`config.mk`:
```
export PLATFORM = sky130hd
export DESIGN_NAME = click_decoder
export DESIGN_NICKNAME = d
export VERILOG_FILES = /design/src/rtl/click_pkg.sv /design/src/rtl/window_timer.sv /design/src/rtl/click_decoder.sv
export SDC_FILE = /design/constraint.sdc
export NUM_CORES = 1
export LEC_CHECK = 0
export BUFFER_PORTS_ARGS = -buffer_cell sky130_fd_sc_hd__buf_2
export CORE_AREA = 2 2 39 41
export CTS_CLUSTER_SIZE = 12
export DETAILED_ROUTE_END_ITERATION = 10
export DIE_AREA = 0 0 41 43
export GPL_TIMING_DRIVEN = 1
export HOLD_SLACK_MARGIN = 0.06
export MAX_ROUTING_LAYER = met4
export PLACE_DENSITY = 0.42
export SLEW_MARGIN = 30
export SYNTH_ARGS = -nofsm -noshare
export SYNTH_HDL_FRONTEND = slang
export SYNTH_SLANG_ARGS = --single-unit
```
`constraint.sdc`:
```
create_clock -name clk -period 1.3 [get_ports clk]
set_input_delay 0.26 -clock clk [delete_from_list [all_inputs] [get_ports clk]]
set_output_delay 0.26 -clock clk [all_outputs]
set_load 0.1 [all_outputs]
```
`src/rtl/click_pkg.sv`:
```
// Shared types for the click decoder: FSM state and decoded click event.
package click_pkg;

    typedef enum logic [1:0] {
        IDLE = 2'd0,
        ONE  = 2'd1,
        TWO  = 2'd2
    } click_state_t;

    typedef enum logic [1:0] {
        EVT_NONE   = 2'd0,
        EVT_SINGLE = 2'd1,
        EVT_DOUBLE = 2'd2,
        EVT_TRIPLE = 2'd3
    } click_evt_t;

endpackage

```
`src/rtl/window_timer.sv`:
```
// Inter-click window countdown: load WINDOW-1, decrement, saturate at zero.
// zero is combinational from the count register.
module window_timer #(
    parameter int WINDOW = 8
) (
    input  logic clk,
    input  logic rst,
    input  logic load,
    input  logic dec,
    output logic zero
);
    localparam int CW = $clog2(WINDOW);

    logic [CW-1:0] cnt_d;
    logic [CW-1:0] cnt_q;

    always_comb begin
        cnt_d = cnt_q;
        if (load) begin
            cnt_d = CW'(WINDOW - 1);
        end else if (dec && (cnt_q != '0)) begin
            cnt_d = cnt_q - CW'(1);
        end
    end

    always_ff @(posedge clk) begin
        if (rst) begin
            cnt_q <= '0;
        end else begin
            cnt_q <= cnt_d;
        end
    end

    assign zero = (cnt_q == '0);

endmodule

```
`src/rtl/click_decoder.sv`:
```
// Classifies debounced press pulses into single/double/triple clicks; outputs are
// registered one cycle after the deciding cycle. CLICK_TRIPLE_EN enables the TWO state.
module click_decoder
    import click_pkg::*;
#(
    parameter int WINDOW = 8
) (
    input  logic clk,
    input  logic rst,
    input  logic pulse_in,
    output logic single_click,
    output logic double_click,
    output logic triple_click,
    output logic busy
);
    click_state_t state_d, state_q;
    click_evt_t   evt_d;
    logic         single_q, double_q, triple_q;
    logic         tmr_load, tmr_dec, tmr_zero;

    window_timer #(.WINDOW(WINDOW)) u_timer (
        .clk  (clk),
        .rst  (rst),
        .load (tmr_load),
        .dec  (tmr_dec),
        .zero (tmr_zero)
    );

    // A pulse always takes priority over an expiring window.
    always_comb begin
        state_d  = state_q;
        evt_d    = EVT_NONE;
        tmr_load = 1'b0;
        tmr_dec  = 1'b0;
        case (state_q)
            IDLE: begin
                if (pulse_in) begin
                    state_d  = ONE;
                    tmr_load = 1'b1;
                end
            end
            ONE: begin
                if (pulse_in) begin
`ifdef CLICK_TRIPLE_EN
                    state_d  = TWO;
                    tmr_load = 1'b1;
`else
                    state_d  = IDLE;
                    evt_d    = EVT_DOUBLE;
`endif
                end else if (tmr_zero) begin
                    state_d = IDLE;
                    evt_d   = EVT_SINGLE;
                end else begin
                    tmr_dec = 1'b1;
                end
            end
`ifdef CLICK_TRIPLE_EN
            TWO: begin
                if (pulse_in) begin
                    state_d = IDLE;
                    evt_d   = EVT_TRIPLE;
                end else if (tmr_zero) begin
                    state_d = IDLE;
                    evt_d   = EVT_DOUBLE;
                end else begin
                    tmr_dec = 1'b1;
                end
            end
`endif
            default: state_d = IDLE;
        endcase
    end

    always_ff @(posedge clk) begin
        if (rst) begin
            state_q  <= IDLE;
            single_q <= 1'b0;
            double_q <= 1'b0;
            triple_q <= 1'b0;
        end else begin
            state_q  <= state_d;
            single_q <= (evt_d == EVT_SINGLE);
            double_q <= (evt_d == EVT_DOUBLE);
            triple_q <= (evt_d == EVT_TRIPLE);
        end
    end

    assign single_click = single_q;
    assign double_click = double_q;
    assign triple_click = triple_q;
    assign busy         = (state_q != IDLE);

    a_window_min: assert property (@(posedge clk) WINDOW >= 2);

endmodule

```
---- Word level (Yosys, flattened, before mapping) ----
Cells that the tools add are included.
storage, ports and cells
  word-level logic and storage cells ...... 33
  memory bits (writable) .................. 0
  bits of input ports ..................... 3
  memories ................................ 0
  register bits ........................... 8
  bits in read-only memories .............. 0
  bits in latches ......................... 0
cells by class
  divide/modulo/power cells ............... 0
  $mul .................................... 0
  $lt $le $gt $ge ......................... 0
  muxes and demuxes ....................... 14
  eq/ne operators ......................... 6
  shift-type cells ........................ 0
  add/subtract/negate cells ............... 1
  reductions and logical operators ........ 7
  bitwise logic cells ..................... 0
operators by type and width
  cell                                                                count
  2-bit 2-to-1 mux                                                    5
  1-bit 2-to-1 mux                                                    6
  3-bit 2-to-1 mux                                                    2
  2-bit by 1-bit == test with 1-bit output, second input constant     2
  2-bit == test, second input constant                                2
  2-bit one-hot mux with 2 select lines                               1
  2-bit nonzero test                                                  2
  3-bit zero test                                                     1
  3-bit != test, second input constant                                1
  3-bit nonzero test                                                  1
  3-bit by 1-bit subtractor with 3-bit output, second input constant  1
  2-bit zero test                                                     1
  2-bit != test, second input constant                                1
  2-bit AND reduction                                                 1
  1-bit logical AND                                                   1

---- Longest topological paths before layout ----
Gate-level depths: netlist of run 1.
  depth in word-level cells ............... 7
  mapped depth ............................ 5

---- Modules after synthesis ----
A second synthesis of run 1 with hierarchy kept.
unflattened totals
  cells, all modules ...................... 29
  area total of the unflattened synthesis .. 305.3 µm²
by module, submodules not included
  module         instances  seq. area each (µm²)  cells each  area an instance (µm²)
  window_timer   1          60.1                  18          175.2
  click_decoder  1          80.1                  11          130.1

---- Least setup slack after synthesis of run 1 ----
OpenSTA, ideal clock, no wires.
  path type ............................... reg-to-reg
  start point ............................. reg state_q[0]
  end point ............................... reg u_timer.cnt_q[0]
  arrival time ............................ 1.659 ns
  cell stages (with the launch flop) ...... 5
  setup slack ............................. -0.477 ns
  library setup time ...................... 0.119 ns
  data required time ...................... 1.181 ns
  cells stage by stage .................... dfxtp_1 > buf_2 > and2_1 > a21oi_1 > o221a_2
between the ends
  cells in the longest elaborated chain, start to end .. 4
  elaborated cells on any way between the ends .. 7
  those cells by class .................... 1 x eq/ne; 3 x mux; 3 x reduce/logical
RTL lines
  item                                      line                 text
  from (decl)                               click_decoder.sv:16  click_state_t state_d, state_q;
  from (signal assigned)                    click_decoder.sv:82  state_q <= state_d;
  2-bit by 1-bit == test with 1-bit output  click_decoder.sv:35  case (state_q)
  1-bit 2-to-1 mux                          click_decoder.sv:35
  1-bit logical AND                         window_timer.sv:21   end else if (dec && (cnt_q != '0)) begin
  2-bit nonzero test (no source line)       -
  to (signal assigned)                      window_timer.sv:30   cnt_q <= cnt_d;
  to (decl)                                 window_timer.sv:15   logic [CW-1:0] cnt_q;
Parallel ways exist; a longest one is shown, timed or not.
A chain may end at the register's enable or synchronous reset.

---- Worst setup path after layout of run 1 ----
  start point ............................. reg u_timer.cnt_q[1]
  end point ............................... reg u_timer.cnt_q[2]
between the ends
  cells in the longest elaborated chain, start to end .. 6
  elaborated cells on any way between the ends .. 10
  those cells by class .................... 1 x add/sub; 5 x mux; 4 x reduce/logical
RTL lines
  item                                 line                 text
  3-bit zero test                      window_timer.sv:34   assign zero = (cnt_q == '0);
  1-bit 2-to-1 mux                     click_decoder.sv:51  end else if (tmr_zero) begin
  1-bit 2-to-1 mux                     click_decoder.sv:43  if (pulse_in) begin
  1-bit 2-to-1 mux                     click_decoder.sv:35
  1-bit logical AND                    window_timer.sv:21
  2-bit nonzero test (no source line)  -
Parallel ways exist; a longest one is shown, timed or not. The select of a mux whose other input is x is not followed.

==> metrics.log, run 1 <==
INFO  metric drive_gt1_frac = 0.444
INFO  metric busiest_layer = met4
INFO  metric firstDrtPassIters = 2
INFO  metric timing.clock.skew = ~0.00007 ns
INFO  metric syn_nets = 41
INFO  metric synth_seq_cells = 7
INFO  metric timing.final.crit_share = 0.997
INFO  metric port_buffers = 6
INFO  metric hpwl = ~450 um
INFO  metric met3_usage = 0.0157
INFO  metric row_count = 14
INFO  metric grt_start_max_net_pins = 13
INFO  metric setup.worst_path.class = flop to flop
INFO  metric layout.cell_area.non_filler = 450 um2
INFO  metric final_critical_path_setup_slack = between 0.003 and 0.004 ns
INFO  metric synthDistinctLibCells = 21
INFO  metric grt_antenna_before_repair = 0
INFO  metric clock_tree.root_cell = sky130_fd_sc_hd__clkbuf_4
INFO  metric cts.clk_slew.worst_paths = roughly 0.050 ns
INFO  metric clock_sinks = 7
INFO  metric cts_made_buffers = 3
INFO  metric routed_via_density = 4.51
INFO  metric first_pass_grt_wire_length = between 900 and 1000 um
INFO  metric post_cts_buffers = 0
INFO  metric rrSetupSlack = roughly 0.0036 ns
INFO  metric timing.final.setup_violations = 0
INFO  metric syn-mean-instance-area = roughly 9 um2
INFO  metric antennaDiodeCount = 0
INFO  metric fmaxAchievable = around 0.77 GHz
INFO  metric post-place-cells = 57
INFO  metric setup_repair_after_global_routing_missed_its_margin = yes
INFO  metric globalRouteOverflowTotal = 0
INFO  metric grt_pass1_vias = about 240
INFO  metric fp.dieH = ~43 um
INFO  metric drc = 0
INFO  metric coreArea = between 1000 and 1500 um2
INFO  metric synth.yosys.seq_area_share = 0.423
INFO  metric syn_area = around 330 um2
INFO  metric crit_arrival = 1.47 ns
INFO  metric power_switching = about 180 uW
INFO  metric die_width = approximately 40 um
INFO  metric synthesis.instances = 36
INFO  metric hold_viol_final = 0
INFO  metric power_report.internal_total = 403 uW
INFO  metric routed-via-count = approximately 280
INFO  metric post_drt_wl_per_cell = just over 10 um
INFO  metric die-area = between 1500 and 2000 um2
INFO  metric hold_path_class = input pin to flop
INFO  metric worst_skew_pair.late_latency = approximately 0.24 ns
INFO  metric max_cap_violation_count = 0
INFO  metric clk_path_buf_depth = 2
INFO  metric met1_usage = 0.0939
INFO  metric initial_core_util = 0.240
INFO  metric route.antenna.remaining_nets = 0
INFO  metric setup_ws_pre_cts = -0.00819 ns
INFO  metric worstSetupEndpointType = flop
INFO  metric power_density = 1280 nW/um2
INFO  metric maxSlewViolCount = 0
INFO  metric placedInstanceArea = 407 um2
INFO  metric power_switching_share = 0.303
INFO  metric cp-startpoint = u_timer.cnt_q[1]
INFO  metric clkPwrFrac = 0.330
INFO  metric largest_vdd_supply_drop = about 0.28 mV
INFO  metric hold_ws = between 0.2 and 0.25 ns
INFO  metric power.sequential.fraction = 0.433
INFO  metric most_frequent_cells_in_the_layout = sky130_fd_sc_hd__dfxtp_1 (4), sky130_fd_sc_hd__buf_2 (4), sky130_fd_sc_hd__clkbuf_4 (3)
INFO  metric synth_top_cells_by_area = sky130_fd_sc_hd__dfxtp_1 (42%), sky130_fd_sc_hd__ha_1 (7.5%), sky130_fd_sc_hd__o221a_2 (6.8%), sky130_fd_sc_hd__inv_1 (4.5%), sky130_fd_sc_hd__a31oi_1 (3.8%)
INFO  metric total_wirelength_of_the_detailed_routed_design = about 630 um
INFO  metric ff2ff_path_depth = 5
INFO  metric grt_usage = 0.0907
INFO  metric tritoncts = done
INFO  metric run_status = completed
INFO  metric worst_setup_path_endpoint = u_timer.cnt_q[2]
INFO  metric yosysTopAreaCellShare = 0.423
INFO  metric timing.rr.start = u_timer.cnt_q[1]
INFO  metric timing.critical_path.required = 1.47 ns
INFO  metric critical_path_peak_fanout = 3
INFO  metric yosysWarningCount = 0
INFO  metric ctsHtreeMaxLevel = 1
INFO  metric grt.met2_usage = 0.119
INFO  metric globalplace.congestion = between 0.8 and 0.9
INFO  metric post-synth-top-area-cell = sky130_fd_sc_hd__dfxtp_1
INFO  metric area_growth = 35.8%
INFO  metric finalNetCount = between 50 and 60
INFO  metric layoutNonFillerInstCount = 61
INFO  metric cellLeakagePower = approximately 0.19 nW
INFO  metric first_iter_violations = 1
INFO  metric n_fill_cell = 148
INFO  metric comb_power_share = 0.238
INFO  metric worst_setup_path_start_kind = flop
INFO  metric finalWorstPathRequiredPeriod = roughly 1.3 ns
INFO  metric floorplan.io_pins = 7
INFO  metric r2r-end = u_timer.cnt_q[2]
[stage by stage]
stage | utilization | TNS (ns) | total power, mW
finish | 0.325 | 0 | 0.578
global placement | 0.294 | 0 | 0.377
floorplan | - | 0 | 0.345
detailed placement | 0.294 | -0.00819 | 0.381
global route | 0.325 | -0.0769 | 0.610
CTS | 0.316 | 0 | 0.577
[power by group through the flow]
stage               clock network (mW)  logic [mW]  registers, mW
floorplan                            0      0.0619          0.283
global placement                     0       0.127          0.250
detailed placement                   0       0.130          0.250
CTS                              0.198       0.132          0.248
global route                     0.210       0.148          0.252
finish                           0.191       0.137          0.250
[sequential cells by signal, indices dropped and copies added (netlist names)]
register       count
double_click       1
single_click       1
state_q            1
triple_click       1
u_timer.cnt_q      3
[cell families (layout without fill, tap and decap cells)]
family	after synthesis	count (layout)	share of synthesized area
simple gates	11	11	0.208
compound gates	9	9	0.189
flops	7	7	0.423
buf+inv	6	15	0.0943
fa+ha+maj	2	2	0.0755
other cells	1	1	0.0113
[what timing repair did]
| action | 4_1_cts | 5_1_grt |
|---|---|---|
| resized for setup | 2 | 5 |
| endpoints found under the setup margin | 1 | 3 |
| hold buffers | 0 | 0 |
| pin swaps | 0 | 4 |
[worst max-delay path, stage by stage, from the launching register on]
cell and delay, ns:
sky130_fd_sc_hd__dfxtp_2 0.33, sky130_fd_sc_hd__inv_2 0.08, sky130_fd_sc_hd__ha_4 0.13, sky130_fd_sc_hd__nand2_1 0.04
sky130_fd_sc_hd__or4_1 0.47, sky130_fd_sc_hd__a31oi_1 0.17
[synth_stat cells]
cell                       number
sky130_fd_sc_hd__ha_1           2
sky130_fd_sc_hd__nor4b_1        1
sky130_fd_sc_hd__nand2b_1       1
sky130_fd_sc_hd__o21bai_1       1
sky130_fd_sc_hd__o221a_2        2
sky130_fd_sc_hd__inv_1          4
sky130_fd_sc_hd__a31oi_1        2
sky130_fd_sc_hd__nand3b_1       1
sky130_fd_sc_hd__and3_2         1
sky130_fd_sc_hd__o21ai_0        2
sky130_fd_sc_hd__conb_1         1
sky130_fd_sc_hd__nand2_1        1
sky130_fd_sc_hd__and2_1         1
sky130_fd_sc_hd__buf_6          1
sky130_fd_sc_hd__dfxtp_1        7
sky130_fd_sc_hd__or4_1          1
sky130_fd_sc_hd__nor2b_1        1
sky130_fd_sc_hd__buf_2          1
sky130_fd_sc_hd__a21oi_1        2
sky130_fd_sc_hd__or2b_1         1
sky130_fd_sc_hd__nor2_1         2
[routing by layer]
metal  vias up  share of wire
met5         -              0
met4         0          0.022
li1        140              -
met2         6           0.50
met3         2          0.036
met1       127           0.44
[cell type report]
cell class,instances,area (um2),share of cell area
clock buffers,4,26.3,0.0583
multi-input cells,23,175,0.389
inverters,4,15.0,0.0333
repair buffers,7,67.6,0.150
well taps,16,20.0,0.0444
flip-flops and latches,7,146,0.325
[worst min path at each step]
| stage | slack [ns] | end | startpoint | depth (start not counted) |
|---|---|---|---|---|
| 2_1_floorplan | 0.32 | state_q[0] | rst | 1 |
| 3_3_place_gp | 0.46 | state_q[0] | rst | 2 |
| 3_5_place_dp | 0.46 | state_q[0] | rst | 2 |
| 4_1_cts | 0.20 | state_q[0] | rst | 2 |
| 5_1_grt | 0.21 | state_q[0] | rst | 2 |
| 6_report | 0.21 | state_q[0] | rst | 2 |
Power figures use the tool's default switching activity.
==> run 2: changes to the inputs <==
==> constraint.sdc (replaced) <==
create_clock -name clk -period 1.51 [get_ports clk]
set_input_delay 0.302 -clock clk [delete_from_list [all_inputs] [get_ports clk]]
set_output_delay 0.302 -clock clk [all_outputs]
set_load 0.1 [all_outputs]
==> run 2 against run 1 <==
Against the previous run:
- worst setup slack gained 0.067 ns
- final area shrank 13%
- combinational power shrank 29%
- non-clock buffer count shrank 1
- critical endpoint is now busy
==> metrics.log, run 2 (same netlist as run 1, synthesis figures left out) <==
INFO  metric antennaDiodeCount = 0 (unchanged)
INFO  metric timing.clock.skew = 0.000867 ns (+0.000797 ns)
INFO  metric firstDrtPassIters = 3 (+1)
INFO  metric area_growth = 18.5%
INFO  metric grt_pass1_vias = 243 (unchanged)
INFO  metric first_pass_grt_wire_length = 966 um (+3.0%)
INFO  metric grt_antenna_before_repair = 0 (unchanged)
INFO  metric r2r-end = u_timer.cnt_q[2]
INFO  metric cts.repair.resized = 0 (-2)
INFO  metric most_frequent_cells_in_the_layout = sky130_fd_sc_hd__dfxtp_1 (6), sky130_fd_sc_hd__buf_2 (6), sky130_fd_sc_hd__inv_1 (4), sky130_fd_sc_hd__clkbuf_4 (3)
INFO  metric flip_flop_count_of_the_largest_register_all_copies_and_words_added = 3 (unchanged)
INFO  metric routed-via-count = 267 (-2.9%)
INFO  metric power_density = 1220 nW/um2 (-5.1%)
INFO  metric worst_path_largest_cell_delay = 0.46 ns (about the same)
INFO  metric worst_setup_path_start_kind = flop
INFO  metric row_count = 14 (unchanged)
INFO  metric drive_gt1_frac = 0.295 (-0.149)
INFO  metric n_fill_cell = 157 (+6.1%)
INFO  metric min_path_cells = 2 (unchanged)
INFO  metric crit_arrival = 1.14 ns (-0.33 ns)
INFO  metric final-seq-area = 141 um2 (-3.4%)
INFO  metric setup.worst_path.class = flop to output port
INFO  metric grt_start_max_net_pins = 13 (unchanged)
INFO  metric hp-start = rst
INFO  metric worstSetupEndpointType = output port
INFO  metric cellLeakagePower = 0.178 nW (-5.6%)
INFO  metric largest-register = u_timer.cnt_q
INFO  metric drc = 0 (unchanged)
INFO  metric die-area = 1760 um2 (unchanged)
INFO  metric ff2ff_path_depth = 4 (-1)
INFO  metric critical_path_peak_fanout = 12 (+9)
INFO  metric critPathSlowestCell = sky130_fd_sc_hd__buf_2
INFO  metric hold_path_class = input pin to flop
INFO  metric path_buf_inv = 1 (unchanged)
INFO  metric timing.final.crit_share = 0.953
INFO  metric routed_via_density = 4.45 (-1.3%)
INFO  metric timing.rr.start = u_timer.cnt_q[0]
INFO  metric ctsHtreeMaxLevel = 1 (unchanged)
INFO  metric timing.final.setup_violations = 0 (unchanged)
INFO  metric run_status = completed
INFO  metric max_cap_violation_count = 0 (unchanged)
INFO  metric fmaxAchievable = 0.695 GHz
INFO  metric setup_tns = 0 ns (unchanged)
INFO  metric finalWorstPathRequiredPeriod = about 1.4 ns
INFO  metric worst_skew_pair.late_latency = 0.25 ns (about the same)
INFO  metric initial_core_util = 0.240 (unchanged)
INFO  metric hold_ws = 0.255 ns (+0.0483 ns)
INFO  metric clock_sinks = 7 (unchanged)
INFO  metric setup_repair_after_global_routing_missed_its_margin = no
INFO  metric cts.hold.buffers_added = 0 (unchanged)
INFO  metric post_drt_wl_per_cell = 9.72 um (-6.1%)
INFO  metric port_buffers = 6 (unchanged)
INFO  metric coreArea = 1380 um2 (unchanged)
INFO  metric post_cts_buffers = 0 (unchanged)
INFO  metric clk_path_buf_depth = 2 (unchanged)
INFO  metric total_area_of_multi_input_combinational_cells = 160 um2 (-8.6%)
INFO  metric fp.dieH = 43 um (unchanged)
INFO  metric largest_vdd_supply_drop = 0.264 mV (-6.7%)
INFO  metric grt_usage = 0.0893 (-0.00140)
INFO  metric hold_viol_final = 0 (unchanged)
INFO  metric min_delay_worst_endpoint = state_q[0]
INFO  metric first_iter_violations = 5 (+4)
INFO  metric cts_made_buffers = 3 (unchanged)
INFO  metric hpwl = 410 um (-8.6%)
INFO  metric floorplan.io_pins = 7 (unchanged)
INFO  metric die_width = 41 um (unchanged)
INFO  metric total_wirelength_of_the_detailed_routed_design = 583 um (-7.6%)
INFO  metric cts.clk_slew.worst_paths = 0.05 ns (about the same)
INFO  metric globalplace.congestion = 0.803 (-2.5%)
INFO  metric maxSlewViolCount = 0 (unchanged)
INFO  metric timing.critical_path.required = 1.21 ns (-0.26 ns)
INFO  metric critPathTopFamily = buffers and inverters
INFO  metric finalNetCount = 50 (-2.0%)
INFO  metric route.antenna.remaining_nets = 0 (unchanged)
INFO  metric clock_tree.root_cell = sky130_fd_sc_hd__clkbuf_4
INFO  metric globalRouteOverflowTotal = 0 (unchanged)
INFO  metric critical_path.cell_chain = buf_2
INFO  metric rrSetupSlack = 0.17 ns (+0.17 ns)
INFO  metric tritoncts = done
==> run 2: area by class of cell <==
type	instances	share of cell area
Inverter	4	0.0382
Clock buffer	4	0.0669
Timing Repair Buffer	6	0.0764
Multi-Input combinational cell	23	0.408
Sequential cell	7	0.360
Tap cell	16	0.0510
==> run 2: metrics by stage <==
step	total power, mW	std cells	worst slack, ns	area, um2	utilization
finish	0.479	60	0.0702	393	0.284
global route	0.506	60	0.0391	393	0.284
floorplan	0.297	36	0.0760	333	-
detailed placement	0.312	56	0.192	367	0.265
global placement	0.312	56	0.227	367	0.265
CTS	0.491	60	0.0642	393	0.284
==> run 2: worst max path at each step <==
stage                           from          endpoint  slack, ns  cells after the start
global route              state_q[0]              busy       0.04                      1
finish                    state_q[0]              busy       0.07                      1
detailed placement  u_timer.cnt_q[0]  u_timer.cnt_q[2]       0.19                      4
CTS                       state_q[0]              busy       0.06                      1
floorplan                 state_q[0]  u_timer.cnt_q[0]       0.08                      4
global placement    u_timer.cnt_q[0]  u_timer.cnt_q[2]       0.23                      4
==> run 2: metal layers <==
metal / vias up / routed length, um / track usage
li1: 138 / - / -
met1: 121 / 282 / 0.0990
met2: 6 / 249 / 0.109
met3: 2 / 31 / 0.0157
met4: 0 / 19 / 0.120
met5: - / 0 / -
==> run 2: power by group <==
group | switching (mW) | internal (mW) | total [mW]
combinational | 0.0652 | 0.0314 | 0.0966
sequential | 0.0133 | 0.199 | 0.212
clock | 0.0694 | 0.101 | 0.170
==> run 3: changes to the inputs <==
--- a/config.mk
+++ b/config.mk
@@ -5,6 +5,7 @@
 export SDC_FILE = /design/constraint.sdc
 export NUM_CORES = 1
 export LEC_CHECK = 0
+export ABC_CLOCK_PERIOD_IN_PS = 1400
 export BUFFER_PORTS_ARGS = -buffer_cell sky130_fd_sc_hd__buf_2
 export CORE_AREA = 2 2 39 41
 export CTS_CLUSTER_SIZE = 12
==> constraint.sdc (replaced) <==
create_clock -name clk -period 1.4 [get_ports clk]
set_input_delay 0.28 -clock clk [delete_from_list [all_inputs] [get_ports clk]]
set_output_delay 0.28 -clock clk [all_outputs]
set_load 0.1 [all_outputs]
==> run 3 against run 2 <==
Against the previous run:
- worst setup slack better by 0.048 ns
- global-route usage is 0.60 points lower
- non-clock buffer count stayed put
- die area stayed put
- sequential power is 9% higher
- utilization is 1.4 points higher
- final area is 4.8% higher
- clock skew hardly changed
- combinational power is 15% higher
- via count is 0.37% higher
- clock power is 6% higher
- highest routed layer unchanged
==> metrics.log, run 3 (same netlist as run 1, synthesis figures left out) <==
INFO  metric clock_tree.root_cell = sky130_fd_sc_hd__clkbuf_4
INFO  metric ctsHtreeMaxLevel = 1 (unchanged)
INFO  metric flip_flop_count_of_the_largest_register_all_copies_and_words_added = 3 (unchanged)
INFO  metric drc = 0 (unchanged)
INFO  metric n_fill_cell = 164 (+4.5%)
INFO  metric hpwl = 434 um (+5.8%)
INFO  metric rrSetupSlack = 0.12 ns (-0.05 ns)
INFO  metric power_switching_share = 0.304 (-0.00466)
INFO  metric post_drt_wl_per_cell = 10.2 um (+4.5%)
INFO  metric first_pass_grt_wire_length = 910 um (-5.8%)
INFO  metric fmaxAchievable = roughly 0.78 GHz
INFO  metric met1_usage = 0.0932 (-0.00579)
INFO  metric largest_vdd_supply_drop = 0.297 mV (+13%)
INFO  metric hold_path_class = input pin to flop
INFO  metric route.antenna.remaining_nets = 0 (unchanged)
INFO  metric finalWorstPathRequiredPeriod = about 1.3 ns
INFO  metric firstDrtPassIters = 1 (-2)
INFO  metric setup.worst_path.class = flop to flop
INFO  metric area_growth = 24.2%
INFO  metric largest-register = u_timer.cnt_q
INFO  metric timing.final.crit_share = 0.915
INFO  metric clock_sinks = 7 (unchanged)
INFO  metric cts.clk_slew.worst_paths = 0.05 ns (about the same)
INFO  metric antennaDiodeCount = 0 (unchanged)
INFO  metric critPathSlowestCell = sky130_fd_sc_hd__or4_1
INFO  metric grt_antenna_before_repair = 0 (unchanged)
INFO  metric worstSetupEndpointType = flop
INFO  metric critical_path_peak_fanout = 4 (-8)
INFO  metric most_frequent_cells_in_the_layout = sky130_fd_sc_hd__dfxtp_1 (5), sky130_fd_sc_hd__buf_2 (5), sky130_fd_sc_hd__inv_1 (4), sky130_fd_sc_hd__clkbuf_4 (3)
INFO  metric initial_core_util = 0.240 (unchanged)
INFO  metric cts_made_buffers = 3 (unchanged)
INFO  metric power_density = 1270 nW/um2 (+4.1%)
INFO  metric run_status = completed
INFO  metric final_critical_path_setup_slack = 0.119 ns (+0.0484 ns)
INFO  metric die-area = 1760 um2 (unchanged)
INFO  metric power_switching = 159 uW (+7.4%)
INFO  metric globalplace.congestion = 0.801 (-0.32%)
INFO  metric die_width = 41 um (unchanged)
INFO  metric post_cts_buffers = 0 (unchanged)
INFO  metric power_report.internal_total = 363 uW (+9.8%)
INFO  metric floorplan.io_pins = 7 (unchanged)
INFO  metric busiest_layer = met2
INFO  metric timing.clock.skew = 0.000819 ns (-0.0000484 ns)
INFO  metric setup_repair_after_global_routing_missed_its_margin = no
INFO  metric crit_arrival = 1.46 ns (+0.32 ns)
INFO  metric worst_skew_pair.late_latency = 0.25 ns (about the same)
INFO  metric worst_path_largest_cell_delay = 0.46 ns (about the same)
INFO  metric fp.dieH = 43 um (unchanged)
INFO  metric grt_pass1_vias = 243 (unchanged)
INFO  metric total_wirelength_of_the_detailed_routed_design = 609 um (+4.5%)
INFO  metric grt.met2_usage = 0.106 (-0.00313)
INFO  metric setup_tns = 0 ns (unchanged)
INFO  metric globalRouteOverflowTotal = 0 (unchanged)
INFO  metric first_iter_violations = 0 (-5)
INFO  metric clkPwrFrac = 0.347 (-0.009)
INFO  metric critical_path.cell_chain = inv_1 -> ha_1 -> or4_1 -> a31oi_1
INFO  metric grt_start_max_net_pins = 13 (unchanged)
INFO  metric met3_usage = 0.0157 (unchanged)
INFO  metric setup_ws_pre_cts = 0.0718 ns (-0.121 ns)
INFO  metric comb_power_share = 0.212 (+0.010)
INFO  metric port_buffers = 6 (unchanged)
INFO  metric grt_usage = 0.0833 (-0.00599)
INFO  metric coreArea = 1380 um2 (unchanged)
INFO  metric post-layout-total-power = 522 uW (+9.1%)
INFO  metric maxSlewViolCount = 0 (unchanged)
INFO  metric cellLeakagePower = 0.182 nW (+2.4%)
INFO  metric max_cap_violation_count = 0 (unchanged)
INFO  metric clk_path_buf_depth = 2 (unchanged)
INFO  metric routed_via_density = 4.47 (+0.37%)
INFO  metric drive_gt1_frac = 0.318 (+0.0227)
INFO  metric row_count = 14 (unchanged)
INFO  metric worst_setup_path_start_kind = flop
INFO  metric finalNetCount = 50 (unchanged)
INFO  metric ff2ff_path_depth = 4 (unchanged)
INFO  metric timing.final.setup_violations = 0 (unchanged)
INFO  metric hold_viol_final = 0 (unchanged)
INFO  metric routed-via-count = 268 (+0.37%)
INFO  metric tritoncts = done
INFO  metric timing.critical_path.required = 1.58 ns (+0.37 ns)
INFO  metric min_path_cells = 2 (unchanged)
INFO  metric power.sequential.fraction = 0.441 (-0.002)
==> run 3: changes by cell type in the layout (fill, tap and decap cells not counted) <==
cell                      delta
sky130_fd_sc_hd__buf_2       -1
sky130_fd_sc_hd__dfxtp_1     -1
sky130_fd_sc_hd__buf_12      +1
sky130_fd_sc_hd__dfxtp_4     +1
==> run 3: critical path, delay by kind of cell, from the launching register on <==
kind / cells / cell delay (ns)
AND/OR/NAND/NOR: 1 / 0.46
flip-flops: 1 / 0.35
adder cells (fa/ha/maj): 1 / 0.21
AO/OA/AOI/OAI: 1 / 0.13
buffers and inverters: 1 / 0.06
==> run 3: area by class of cell <==
class                           count  area, um2  area share
Tap cell                           16       20.0      0.0486
Multi-Input combinational cell     23        160       0.389
Clock buffer                        4       26.3      0.0638
Sequential cell                     7        145       0.353
Inverter                            4       15.0      0.0365
Timing Repair Buffer                6       45.0       0.109
==> run 3: power groups by stage <==
stage / clock [mW] / sequential (mW) / combinational [mW]
final: 0.181 / 0.231 / 0.111
after global routing: 0.197 / 0.232 / 0.121
after CTS: 0.191 / 0.229 / 0.112
after detailed placement: 0 / 0.234 / 0.111
after global placement: 0 / 0.233 / 0.110
after floorplan: 0 / 0.263 / 0.0575
==> run 3: per-stage QoR <==
stage	instance area [um2]	std cells	utilization	hold slack, ns
final	412	60	0.297	0.227
after global routing	412	60	0.297	0.227
after CTS	410	60	0.297	0.219
after detailed placement	384	56	0.278	0.487
after global placement	384	56	0.278	0.482
after floorplan	335	36	-	0.339
==> run 3: layer usage <==
metal,wire (um),vias up
li1,-,137
met1,277,123
met2,288,6
met3,27,2
met4,14,0
met5,0,-
==> run 3: timing repair <==
item / 4_1_cts / 5_1_grt
hold buffers: 0 / 0
setup endpoints to repair: 0 / 1
gates resized for setup: 0 / 1
==> run 3: worst paths after layout <==
check,start,end
worst max-delay path,u_timer.cnt_q[0],u_timer.cnt_q[2]
worst min-delay path,rst,state_q[0]
worst max register to register,u_timer.cnt_q[0],u_timer.cnt_q[2]
worst min register to register,u_timer.cnt_q[2],u_timer.cnt_q[2]
